===== src/rtl/wb_host_pkg.sv =====
// Shared types for the Wishbone classic host master.
// Command/response bundles and FSM state encoding.
package wb_host_pkg;

  typedef enum logic [1:0] {
    IDLE = 2'd0,
    BUS  = 2'd1,
    RESP = 2'd2
  } wb_state_e;

  localparam logic [31:0] ERR_DATA_DEF = 32'hDEAD_BEEF;

  typedef struct packed {
    logic        we;
    logic [31:0] adr;
    logic [31:0] dat;
    logic [3:0]  sel;
  } wb_req_t;

  typedef struct packed {
    logic [31:0] dat;
    logic        err;
  } wb_rsp_t;

endpackage


===== src/rtl/wb_host_timeout.sv =====
// Bus-cycle watchdog counter for the host master.
// Flags expiry on the last allowed strobe cycle.
module wb_host_timeout #(
  parameter int TO_W           = 8,
  parameter int TIMEOUT_CYCLES = 255
) (
  input  logic clk,
  input  logic rst_n,
  input  logic clr,
  input  logic en,
  output logic expired
);

  localparam int LAST_I = (TIMEOUT_CYCLES == 0) ? 0 : TIMEOUT_CYCLES - 1;
  localparam logic [TO_W-1:0] LAST = TO_W'(LAST_I);

  logic [TO_W-1:0] cnt_q;

  // Count stalled strobe cycles; clear restarts each bus cycle at zero.
  always_ff @(posedge clk or negedge rst_n) begin
    if (!rst_n) begin
      cnt_q <= '0;
    end else if (clr) begin
      cnt_q <= '0;
    end else if (en) begin
      cnt_q <= cnt_q + TO_W'(1);
    end
  end

  assign expired = (TIMEOUT_CYCLES != 0) && (cnt_q == LAST);

endmodule


===== src/rtl/wb_host_master.sv =====
// Wishbone classic initiator: one bus cycle per command.
// Registered bus/response outputs with a no-ack timeout.
module wb_host_master
  import wb_host_pkg::*;
#(
  parameter int          TIMEOUT_CYCLES = 255,
  parameter int          TO_W           = 8,
  parameter logic [31:0] ERR_DATA       = ERR_DATA_DEF
) (
  input  logic        wb_clk_i,
  input  logic        wb_rst_ni,
  input  logic        cmd_valid_i,
  output logic        cmd_ready_o,
  input  logic        cmd_we_i,
  input  logic [31:0] cmd_adr_i,
  input  logic [31:0] cmd_dat_i,
  input  logic [3:0]  cmd_sel_i,
  output logic        rsp_valid_o,
  input  logic        rsp_ready_i,
  output logic [31:0] rsp_dat_o,
  output logic        rsp_err_o,
  output logic        wbm_cyc_o,
  output logic        wbm_stb_o,
  output logic        wbm_we_o,
  output logic [31:0] wbm_adr_o,
  output logic [31:0] wbm_dat_o,
  output logic [3:0]  wbm_sel_o,
  input  logic [31:0] wbm_dat_i,
  input  logic        wbm_ack_i
);

  wb_state_e state_q, state_d;
  wb_req_t   req_q, req_d;
  wb_rsp_t   rsp_q, rsp_d;
  logic      cyc_q, cyc_d;
  logic      rv_q, rv_d;
  logic      expired;

  wb_host_timeout #(
    .TO_W           (TO_W),
    .TIMEOUT_CYCLES (TIMEOUT_CYCLES)
  ) u_to (
    .clk     (wb_clk_i),
    .rst_n   (wb_rst_ni),
    .clr     (state_q == IDLE),
    .en      ((state_q == BUS) && !wbm_ack_i),
    .expired (expired)
  );

  // State register.
  always_ff @(posedge wb_clk_i or negedge wb_rst_ni) begin
    if (!wb_rst_ni) state_q <= IDLE;
    else            state_q <= state_d;
  end

  // Next-state decode; ack takes priority over timeout.
  always_comb begin
    state_d = state_q;
    unique case (state_q)
      IDLE: if (cmd_valid_i) state_d = BUS;
      BUS:  if (wbm_ack_i || expired) state_d = RESP;
      RESP: if (rsp_ready_i) state_d = IDLE;
      default: state_d = IDLE;
    endcase
  end

  // Next values for the registered bus and response outputs.
  always_comb begin
    req_d = req_q;
    rsp_d = rsp_q;
    cyc_d = cyc_q;
    rv_d  = rv_q;
    unique case (state_q)
      IDLE: begin
        if (cmd_valid_i) begin
          req_d.we  = cmd_we_i;
          req_d.adr = cmd_adr_i;
          req_d.dat = cmd_dat_i;
          req_d.sel = cmd_sel_i;
          cyc_d     = 1'b1;
        end
      end
      BUS: begin
        if (wbm_ack_i) begin
          cyc_d     = 1'b0;
          rv_d      = 1'b1;
          rsp_d.dat = req_q.we ? 32'h0 : wbm_dat_i;
          rsp_d.err = 1'b0;
        end else if (expired) begin
          cyc_d     = 1'b0;
          rv_d      = 1'b1;
          rsp_d.dat = req_q.we ? 32'h0 : ERR_DATA;
          rsp_d.err = 1'b1;
        end
      end
      RESP: if (rsp_ready_i) rv_d = 1'b0;
      default: begin
        cyc_d = 1'b0;
        rv_d  = 1'b0;
      end
    endcase
  end

  // Output registers.
  always_ff @(posedge wb_clk_i or negedge wb_rst_ni) begin
    if (!wb_rst_ni) begin
      req_q <= '0;
      rsp_q <= '0;
      cyc_q <= 1'b0;
      rv_q  <= 1'b0;
    end else begin
      req_q <= req_d;
      rsp_q <= rsp_d;
      cyc_q <= cyc_d;
      rv_q  <= rv_d;
    end
  end

  assign cmd_ready_o = (state_q == IDLE);
  assign rsp_valid_o = rv_q;
  assign rsp_dat_o   = rsp_q.dat;
  assign rsp_err_o   = rsp_q.err;
  assign wbm_cyc_o   = cyc_q;
  assign wbm_stb_o   = cyc_q;
  assign wbm_we_o    = req_q.we;
  assign wbm_adr_o   = req_q.adr;
  assign wbm_dat_o   = req_q.dat;
  assign wbm_sel_o   = req_q.sel;

endmodule


===== config.mk =====
export PLATFORM = sky130hd
export DESIGN_NAME = wb_host_master
export DESIGN_NICKNAME = d
export VERILOG_FILES = /design/src/rtl/wb_host_pkg.sv /design/src/rtl/wb_host_timeout.sv /design/src/rtl/wb_host_master.sv
export SDC_FILE = /design/constraint.sdc
export NUM_CORES = 1
export LEC_CHECK = 0
export ABC_AREA = 1
export ABC_CLOCK_PERIOD_IN_PS = 1300
export BUFFER_PORTS_ARGS = -buffer_cell sky130_fd_sc_hd__buf_2
export CORE_ASPECT_RATIO = 1.1
export CORE_UTILIZATION = 43
export DETAILED_ROUTE_END_ITERATION = 12
export HOLD_SLACK_MARGIN = 0.12
export PLACE_DENSITY = 0.78
export SLEW_MARGIN = 15
export SYNTH_ARGS = -nofsm -noshare
export SYNTH_HDL_FRONTEND = slang
export SYNTH_SLANG_ARGS = --single-unit

===== constraint.sdc =====
create_clock -name wb_clk_i -period 1.3 [get_ports wb_clk_i]
set_input_delay 0.39 -clock wb_clk_i [delete_from_list [all_inputs] [get_ports wb_clk_i]]
set_output_delay 0.39 -clock wb_clk_i [all_outputs]
set_load 0.02 [all_outputs]

==> flow_metrics.py, run 1 <==
metrics = {
    "status": {
        "status": "finished, violations left",
        "violations": "setup timing",
    },
    "sta": {
        "setup_viol": 220,
        "setup_slack_ns": -0.355,
        "worst_pin_slew_ns": 0.421,
        "rsz0062_at_grt": "true",
        "min_period_ns": 1.66,
        "finClkSkew_ns": 0.0140,
        "final_hold_viol_count": 0,
        "slew_headroom_pct": 71.6,
        "setup_tns_ns": -25.38,
        "max_freq_ghz": 0.604,
        "finalCritPeriodShare_pct": 127,
        "maxSlewViolCount": 0,
    },
    "clocking": {
        "cts_buffer_depth": 2,
        "path_clk_slew_ns": 0.06,
        "htree_levels": 4,
        "clock_latency_ns": 0.41,
        "cts_tree": "built",
        "root_buffer": "clkbuf_16",
        "cts.sinks": 114,
        "cts_buffers": 17,
    },
    "die": {
        "fp-row-count": 40,
        "die-area_mm2": 0.0117,
        "coreArea_mm2": 0.0109,
        "io_pins": 212,
        "start_util_pct": 44.3,
        "die_h_um": 113,
        "fp.dieW_um": 103,
    },
    "critical_path": {
        "crit_type": "flip-flop to flip-flop",
        "crit_start": "u_to.cnt_q[0]",
        "reg2reg_slack_ns": -0.36,
        "crit_end": "rsp_dat_o[11]",
        "crit_required_ns": 1.59,
        "r2r-start": "u_to.cnt_q[0]",
        "r2r_end": "rsp_dat_o[11]",
        "worstSetupStartpointType": "flip-flop",
        "rr_worst_depth": 11,
        "worstSetupEndpointType": "flip-flop",
        "critPathMaxFanout": 8,
        "critical_path_arrival_ns": 1.94,
    },
    "power": {
        "cellInternalPower_mw": 17.4,
        "pwr-share-seq_pct": 24.7,
        "swShare_pct": 36.1,
        "p_total_mw": 27.2,
        "p_leak_nw": 4.81,
        "power_frac_comb_pct": 58.1,
        "ir_drop_mv": 1.71,
        "p_per_area_mw_per_mm2": 2910,
        "clkPwrFrac_pct": 17.3,
        "net-switching-power_mw": 9.81,
    },
    "grt": {
        "grt_pass1_wl_mm": 23.7,
        "grt_usage_pct": 27.9,
        "grt_max_degree": 54,
        "first_global_vias": 4638,
        "grt.overflow.total": 0,
        "antenna_found_initial": 0,
    },
    "synth": {
        "synth.area.top_cells": "dfrtp_1, mux2_4, nand2_1",
        "synth-xor-area-share_pct": 0,
        "synth_compound_gate_area_share_pct": 7.48,
        "synth_top_family_by_area": "multiplexers",
        "syn_avg_cell_area_um2": 12.8,
        "synth_warnings": 0,
        "synth_mux_area_share_pct": 20.5,
        "synth_area_leader_cell": "dfrtp_1",
        "synth_top_area_share_pct": 59.0,
        "synth-seq-cells": 114,
        "synthSimpleGateAreaFrac_pct": 7.97,
        "netlist_area_mm2": 0.00483,
        "yosys.area_share.adder_pct": 0.518,
        "ys_seq_area_share_pct": 59.0,
        "syn_nets": 485,
        "ys_types": 25,
        "synth_cells": 377,
    },
    "place": {
        "numPortBuffers": 211,
        "gp_congestion": 0.764,
        "hpwl_mm": 8.18,
    },
    "final_layout": {
        "diodes": 0,
        "finish.utilization_pct": 85.6,
        "drive_above_1_share_pct": 73.2,
        "area_delta_synth_final_pct": 93.3,
        "fin_nets": 860,
    },
    "route": {
        "firstDrtPassIters": 4,
        "wl_mm": 18.5,
        "drc": 0,
        "ant_nets": 0,
        "wl_per_cell_um": 20.3,
        "dr_total_vias": 4508,
        "viasPerCell": 4.95,
        "drtIter0Drc": 232,
    },
    "min_path": {
        "hold_path.class": "input port to flip-flop",
    },
    "job": {
        "drv_cap": 0,
    },
}
-- power by group through the flow --
stage	sequential, mW	combinational, mW	clock [mW]
floorplan	8.12	3.60	0
global placement	6.08	8.18	0
detailed placement	6.18	8.36	0
CTS	6.52	13.6	4.67
global route	6.83	16.5	4.91
finish	6.70	15.8	4.69
-- metal layers --
layer  up-vias  wire (µm)  GRT usage (%)
li1       2029          -              -
met3        42       1220           8.59
met1      2225       6450           29.8
met5         -          0              0
met2       212      10300           50.4
met4         0        486           11.4
-- worst max-delay path, cell delays in order (launching register included) --
cell     delay (ns)
dfrtp_1        0.39
inv_2          0.08
ha_4           0.12
inv_2          0.03
nor2_2         0.12
nand2_2        0.10
nand2_4        0.13
buf_12         0.12
nand2_8        0.10
buf_16         0.18
nand2_2        0.07
o21ai_1        0.07
-- cells in the final DEF, fill, tap and decap left out, types with 14 or more instances in the layout --
| master | n |
|---|---|
| nand2_1 | 33 |
| clkbuf_16 | 18 |
| inv_1 | 14 |
| dfrtp_1 | 109 |
| o21ai_2 | 28 |
| o21ai_0 | 30 |
| buf_16 | 14 |
| mux2_4 | 66 |
| buf_2 | 104 |
| buf_6 | 115 |
| nand2_4 | 28 |
| buf_4 | 124 |
-- synth_stat cells, drive strengths merged --
library cell	instances
nor3	1
nand3b	1
nand2	72
nand4	1
a21oi	2
o21ai	64
nor2	10
dfrtp	114
clkbuf	5
ha	2
inv	17
nand3	4
mux2	68
buf	14
o22ai	2
-- metrics by stage --
step | hold WS [ns] | instance area, µm² | cells | worst slack (ns)
finish | 0.206 | 9340 | 911 | -0.355
floorplan | 0.0944 | 4860 | 377 | -0.0577
CTS | 0.195 | 8760 | 860 | -0.315
global placement | 0.235 | 6230 | 744 | -0.0411
global route | 0.190 | 9340 | 911 | -0.428
detailed placement | 0.235 | 6230 | 744 | -0.0931
-- final cells by class --
| cell class | count | area, µm² |
|---|---|---|
| fillers | 509 | 1570 |
| repair buffers | 374 | 3450 |
| multi-input cells | 228 | 2210 |
| clock inverters | 12 | 140 |
| inverters | 17 | 63.8 |
| clock buffers | 19 | 443 |
| flip-flops and latches | 114 | 2860 |
| well taps | 147 | 184 |
-- flip-flops by register name, summed over array words and instances (netlist names) --
register and flops:
rsp_dat_o 32, rsp_err_o 1, rsp_valid_o 1, state_q 2, u_to.cnt_q 8, wbm_adr_o 32
wbm_cyc_o 1, wbm_dat_o 32, wbm_sel_o 4, wbm_we_o 1
-- worst min path at each step --
| stage | cells after the start | start | endpoint |
|---|---|---|---|
| 4_1_cts | 2 | cmd_adr_i[26] | wbm_adr_o[26] |
| 6_report | 2 | cmd_adr_i[18] | wbm_adr_o[18] |
| 3_5_place_dp | 1 | wb_rst_ni | wbm_dat_o[10] |
| 3_3_place_gp | 1 | wb_rst_ni | wbm_dat_o[8] |
| 2_1_floorplan | 0 | wb_rst_ni | rsp_dat_o[0] |
| 5_1_grt | 2 | cmd_adr_i[18] | wbm_adr_o[18] |
-- logic make-up (layout without fill, tap and decap cells) --
family	Yosys count	count (layout)
adder cells (fa/ha/maj)	2	2
AO/OA/AOI/OAI	68	68
multiplexers	68	68
buffers and inverters	36	422
AND/OR/NAND/NOR	89	90
flip-flops	114	114
-- what timing repair did --
| item | in CTS | in global routing |
|---|---|---|
| setup buffers | 67 | 54 |
| gates resized for setup | 309 | 61 |
| setup endpoints to repair | 207 | 220 |
| hold buffers | 1 | 0 |
| pin swaps | 6 | 7 |
| endpoints found under the hold margin | 114 | 0 |
| cloned | 17 | 1 |
(Power assumes the default switching activity.)
==> run 2: changes to the inputs <==
ABC_CLOCK_PERIOD_IN_PS = 1400   (was 1300)
clock period = 1.4 ns   (was 1.3 ns; I/O delays follow)
==> run 2 against run 1 <==
Compared with the run above:
- the run ends with DRC, setup timing left
- design area down 10%
- non-clock buffer count is 59 lower
- critical path depth unchanged
- setup slack better by 0.17 ns
- maximum frequency rose by 4.3%
- clock power fell by 8.7%
- clock-buffer cell count rose by 6
- clock skew down 0.0045 ns
- sequential share of layout area up 3.4 points
- critical endpoint is now rsp_dat_o[23]
- largest power group unchanged
==> flow_metrics.py, run 2 (synthesis gave the netlist of run 1 again) <==
metrics = {
    "final_layout": {
        "final_common_cell": "buf_2",
        "finish.utilization_pct": 76.9,
        "stdcell_area_mm2": 0.00839,
        "drive_above_1_share_pct": 70.0,
        "area_delta_synth_final_pct": 73.6,
        "final_cell_mix": "buf_2, dfrtp_1, buf_4",
        "fin_nets": 801,
        "layout.cells.non_filler": 853,
    },
    "sta": {
        "final_hold_viol_count": 0,
        "min_period_ns": 1.59,
        "finClkSkew_ns": 0.00952,
        "fin_hold_ws_ns": 0.221,
        "maxSlewViolCount": 0,
        "setup_slack_ns": -0.187,
        "worst_pin_slew_ns": 0.449,
        "rsz0062_at_grt": "true",
        "slew_headroom_pct": 69.7,
        "finalCritPeriodShare_pct": 113,
        "setup_viol": 122,
        "max_freq_ghz": 0.630,
    },
    "place": {
        "numPortBuffers": 211,
        "hpwl_mm": 8.57,
        "dp.cells": 738,
        "gp_congestion": 0.808,
        "post_dp_cell_area_mm2": 0.00616,
    },
    "grt": {
        "met1_usage_pct": 28.9,
        "antenna_found_initial": 1,
        "grt.overflow.total": 0,
        "gr-usage-met2_pct": 40.1,
        "grt_usage_pct": 24.6,
        "first_global_vias": 4189,
        "grt_pass1_wl_mm": 21.3,
        "globalRouteMet3Util_pct": 6.30,
        "grt_max_degree": 51,
        "top_usage_layer": "met2",
    },
    "route": {
        "wl_per_cell_um": 19.9,
        "drc": 2,
        "viasPerCell": 5.15,
        "dr_total_vias": 4389,
        "firstDrtPassIters": 9,
        "wl_mm": 17.0,
        "drtIter0Drc": 309,
        "ant_nets": 0,
    },
    "power": {
        "p_per_area_mw_per_mm2": 2660,
        "p_leak_nw": 4.33,
        "p_total_mw": 22.3,
        "ir_drop_mv": 1.57,
    },
    "clocking": {
        "htree_levels": 4,
        "cts.sinks": 114,
        "cts_buffer_depth": 2,
        "clock_latency_ns": 0.41,
        "cts_buffers": 17,
        "cts_tree": "built",
        "root_buffer": "clkbuf_16",
        "path_clk_slew_ns": 0.05,
    },
    "critical_path": {
        "worst-path-buf-inv": 4,
        "worstSetupStartpointType": "flip-flop",
        "worstSetupEndpointType": "flip-flop",
        "cpLargestDelayFamily": "buffers and inverters",
        "slowest_stage": "dfrtp_1",
        "critical_path_arrival_ns": 1.87,
        "cp_slowest_stage_delay_ns": 0.39,
        "crit_type": "flip-flop to flip-flop",
        "path_cells": "inv_2 -> ha_4 -> inv_4 -> nor2_4 -> nand2_2 -> nand2_2 -> nand2_4 -> buf_12 -> buf_16 -> nand2_4 -> o21ai_2",
        "crit_required_ns": 1.68,
        "critPathMaxFanout": 7,
    },
    "job": {
        "drv_cap": 0,
    },
    "die": {
        "fp-row-count": 40,
        "die_h_um": 113,
        "coreArea_mm2": 0.0109,
        "fp.dieW_um": 103,
        "start_util_pct": 44.3,
        "die-area_mm2": 0.0117,
        "io_pins": 212,
    },
    "status": {
        "violations": "DRC, setup timing",
        "status": "finished, violations left",
    },
    "min_path": {
        "hold_path.class": "input port to flip-flop",
    },
}
[run 2: cell types whose count changed in the layout (fill, tap and decap cells not counted), moves of 5 or more]
cell | before | now
buf_6 | 115 | 55
buf_2 | 104 | 136
buf_4 | 124 | 102
buf_16 | 14 | 4
nand2_2 | 10 | 20
o21ai_1 | 2 | 10
mux2_1 | 0 | 6
mux2_4 | 66 | 60
nand2_1 | 33 | 27
dfrtp_1 | 109 | 114
dfrtp_2 | 5 | 0
o21ai_0 | 30 | 25
[run 2: repair_timing]
item	4_1_cts	5_1_grt
endpoints found under the hold margin	20	0
pin swaps	8	13
gates cloned	7	6
setup endpoints to repair	33	172
gates resized for setup	73	198
buffers inserted	20	55
hold buffers	1	0
[run 2: worst paths after layout]
check	start	end	slack (ns)	depth (start not counted)
hold / removal	cmd_dat_i[18]	wbm_dat_o[18]	0.22	2
max in group asynchronous	wb_rst_ni	rsp_dat_o[23]	0.47	3
setup / recovery	u_to.cnt_q[0]	rsp_dat_o[23]	-0.19	11
hold reg to reg	wbm_dat_o[20]	wbm_dat_o[20]	0.49	1
min in group asynchronous	wb_rst_ni	wbm_adr_o[31]	0.41	2
setup reg to reg	u_to.cnt_q[0]	rsp_dat_o[23]	-0.19	11
[run 2: per-layer routing]
metal / wire length, µm / up-vias
met1: 6030 / 2148
met2: 9000 / 240
met3: 843 / 96
li1: - / 1905
met4: 1120 / 0
met5: 0 / -
[run 2: metrics by stage]
stage | setup WS (ns) | TNS, ns
after floorplan | 0.0111 | 0
after global placement | 0.00256 | 0
after detailed placement | -0.0616 | -0.215
after CTS | -0.163 | -2.68
after global routing | -0.296 | -16.30
final | -0.187 | -10.76
[run 2: power by group]
part	switching, mW	internal (mW)	leakage [nW]
Combinational	5.63	6.36	2.65
Clock	1.46	2.82	0.289
Sequential	1.21	4.85	1.40
[run 2: area by class of cell]
| type | count | area [µm²] |
|---|---|---|
| Multi-Input combinational cell | 228 | 2180 |
| Clock inverter | 5 | 75.1 |
| Sequential cell | 114 | 2850 |
| Inverter | 17 | 66.3 |
| Clock buffer | 25 | 505 |
| Antenna cell | 2 | 5.00 |
| Timing Repair Buffer | 315 | 2530 |
| Tap cell | 147 | 184 |
| Fill cell | 645 | 2520 |
==> run 3: changes to the inputs <==
PLACE_DENSITY = 0.79   (was 0.78)
==> run 3 against run 2 <==
Compared with the run above:
- the run ends with setup timing left
- clock power is essentially flat
- sequential power down 2%
- final cell count shrank 3.6%
- hold slack improved by 0.021 ns
- sequential share of layout area up 2.4 points
- power fell by 8.0%
==> flow_metrics.py, run 3 (synthesis gave the netlist of run 1 again) <==
metrics = {
    "status": {
        "status": "finished, violations left",
        "violations": "setup timing",
    },
    "route": {
        "ant_nets": 0,
        "wl_per_cell_um": 17.4,
        "dr_total_vias": 4090,
        "wl_mm": 14.3,
        "drc": 0,
        "drtIter0Drc": 188,
        "firstDrtPassIters": 5,
        "viasPerCell": 4.98,
    },
    "min_path": {
        "hold_end": "wbm_adr_o[1]",
        "hold_path.class": "input port to flip-flop",
        "holdCritStartpoint": "cmd_adr_i[1]",
        "min_path_cells": 2,
    },
    "final_layout": {
        "multi_input_area_mm2": 0.00198,
        "drive_above_1_share_pct": 64.5,
        "fin_nets": 768,
        "regArea_mm2": 0.00285,
        "area_delta_synth_final_pct": 62.2,
        "final_cell_mix": "buf_2, dfrtp_1, mux2_4",
        "n_fill_cell": 724,
        "stdcell_area_mm2": 0.00784,
        "final_common_cell": "buf_2",
        "layout.cells.non_filler": 822,
    },
    "critical_path": {
        "rr_worst_depth": 11,
        "r2r-start": "u_to.cnt_q[0]",
        "reg2reg_slack_ns": -0.13,
        "r2r_end": "rsp_dat_o[3]",
        "critPathMaxFanout": 11,
        "critical_path_arrival_ns": 1.81,
        "crit_type": "flip-flop to flip-flop",
        "worstSetupStartpointType": "flip-flop",
        "crit_start": "u_to.cnt_q[0]",
        "worstSetupEndpointType": "flip-flop",
        "crit_required_ns": 1.68,
    },
    "sta": {
        "min_period_ns": 1.53,
        "final_hold_viol_count": 0,
        "setup_slack_ns": -0.130,
        "slew_headroom_pct": 79.1,
        "max_freq_ghz": 0.654,
        "rsz0062_at_grt": "true",
        "finClkSkew_ns": 0.00675,
        "worst_pin_slew_ns": 0.313,
        "maxSlewViolCount": 0,
        "finalCritPeriodShare_pct": 109,
        "setup_viol": 82,
    },
    "clocking": {
        "cts_buffers": 17,
        "htree_levels": 4,
        "path_clk_slew_ns": 0.05,
        "clock_latency_ns": 0.41,
        "cts.sinks": 114,
        "cts_buffer_depth": 2,
        "cts_tree": "built",
        "root_buffer": "clkbuf_16",
    },
    "place": {
        "gp_congestion": 0.811,
        "numPortBuffers": 211,
        "hpwl_mm": 8.55,
        "dp.cells": 738,
        "post_dp_cell_area_mm2": 0.00615,
    },
    "grt": {
        "grt.overflow.total": 0,
        "grt_max_degree": 60,
        "first_global_vias": 4078,
        "grt_pass1_wl_mm": 19.8,
        "grt_usage_pct": 22.8,
        "antenna_found_initial": 3,
    },
    "die": {
        "fp-row-count": 40,
        "fp.dieW_um": 103,
        "io_pins": 212,
        "coreArea_mm2": 0.0109,
        "die_h_um": 113,
        "die-area_mm2": 0.0117,
        "start_util_pct": 44.3,
    },
    "power": {
        "ir_drop_mv": 1.43,
        "p_leak_nw": 4.07,
        "p_per_area_mw_per_mm2": 2620,
    },
    "job": {
        "drv_cap": 0,
    },
}
run 3: changes by cell type in the layout (fill, tap and decap cells not counted), sizes merged:
cell      delta
clkbuf       +1
clkinvlp     +3
buf         -35
run 3: worst max-delay path by stage:
| stage | cells after the start | slack, ns | to |
|---|---|---|---|
| after floorplan | 11 | 0.01 | rsp_dat_o[26] |
| after detailed placement | 9 | -0.06 | rsp_dat_o[7] |
| final | 11 | -0.13 | rsp_dat_o[3] |
| after global placement | 10 | 0.02 | rsp_dat_o[26] |
| after CTS | 2 | -0.09 | cmd_ready_o |
| after global routing | 11 | -0.21 | rsp_dat_o[3] |
run 3: where the power goes:
part           leakage [nW]  internal, mW  switching [mW]  total (mW)
registers              1.40          4.85            1.07        5.92
logic                  2.38          5.39            4.99        10.4
clock network         0.282          2.80            1.46        4.27
run 3: critical path, stage by stage (launching register included):
cell	delay, ns
dfrtp_1	0.38
inv_2	0.09
ha_4	0.13
inv_2	0.04
nor2_4	0.07
nand2_2	0.08
nand2_2	0.10
nand2_4	0.09
buf_6	0.14
buf_12	0.14
nand2_1	0.06
o21ai_1	0.07
run 3: layout make-up:
type | count | share of cell area [%]
flip-flops and latches | 114 | 36.4
repair buffers | 282 | 27.6
multi-input cells | 228 | 25.2
clock buffers | 24 | 6.27
well taps | 147 | 2.35
clock inverters | 8 | 1.29
inverters | 17 | 0.814
diodes | 2 | 0.0638
run 3: per-layer routing:
layer  vias to the layer above  track usage, %  share of wire, %
met5                         -               0             0.070
met4                         2            10.7               3.3
met3                        37            6.18               5.6
met2                       182            38.7                54
met1                      2018            26.5                37
li1                       1851               -                 -
run 3: stage by stage:
stage	power [mW]	util, %	hold WS, ns	worst slack [ns]	setup TNS (ns)
after global routing	21.5	71.9	0.229	-0.213	-9.41
after CTS	18.6	65.2	0.217	-0.0895	-1.59
after global placement	13.1	56.4	0.249	0.0202	0
after floorplan	10.8	-	0.124	0.0111	0
after detailed placement	13.4	56.4	0.253	-0.0608	-0.848
final	20.6	71.9	0.242	-0.130	-3.61
run 3: timing repair:
item	4_1_cts	5_1_grt
setup buffers	14	24
gates cloned	3	9
hold buffers	1	0
gates resized for setup	56	120
endpoints found under the setup margin	43	135
endpoints found under the hold margin	114	0
pin swaps	4	9
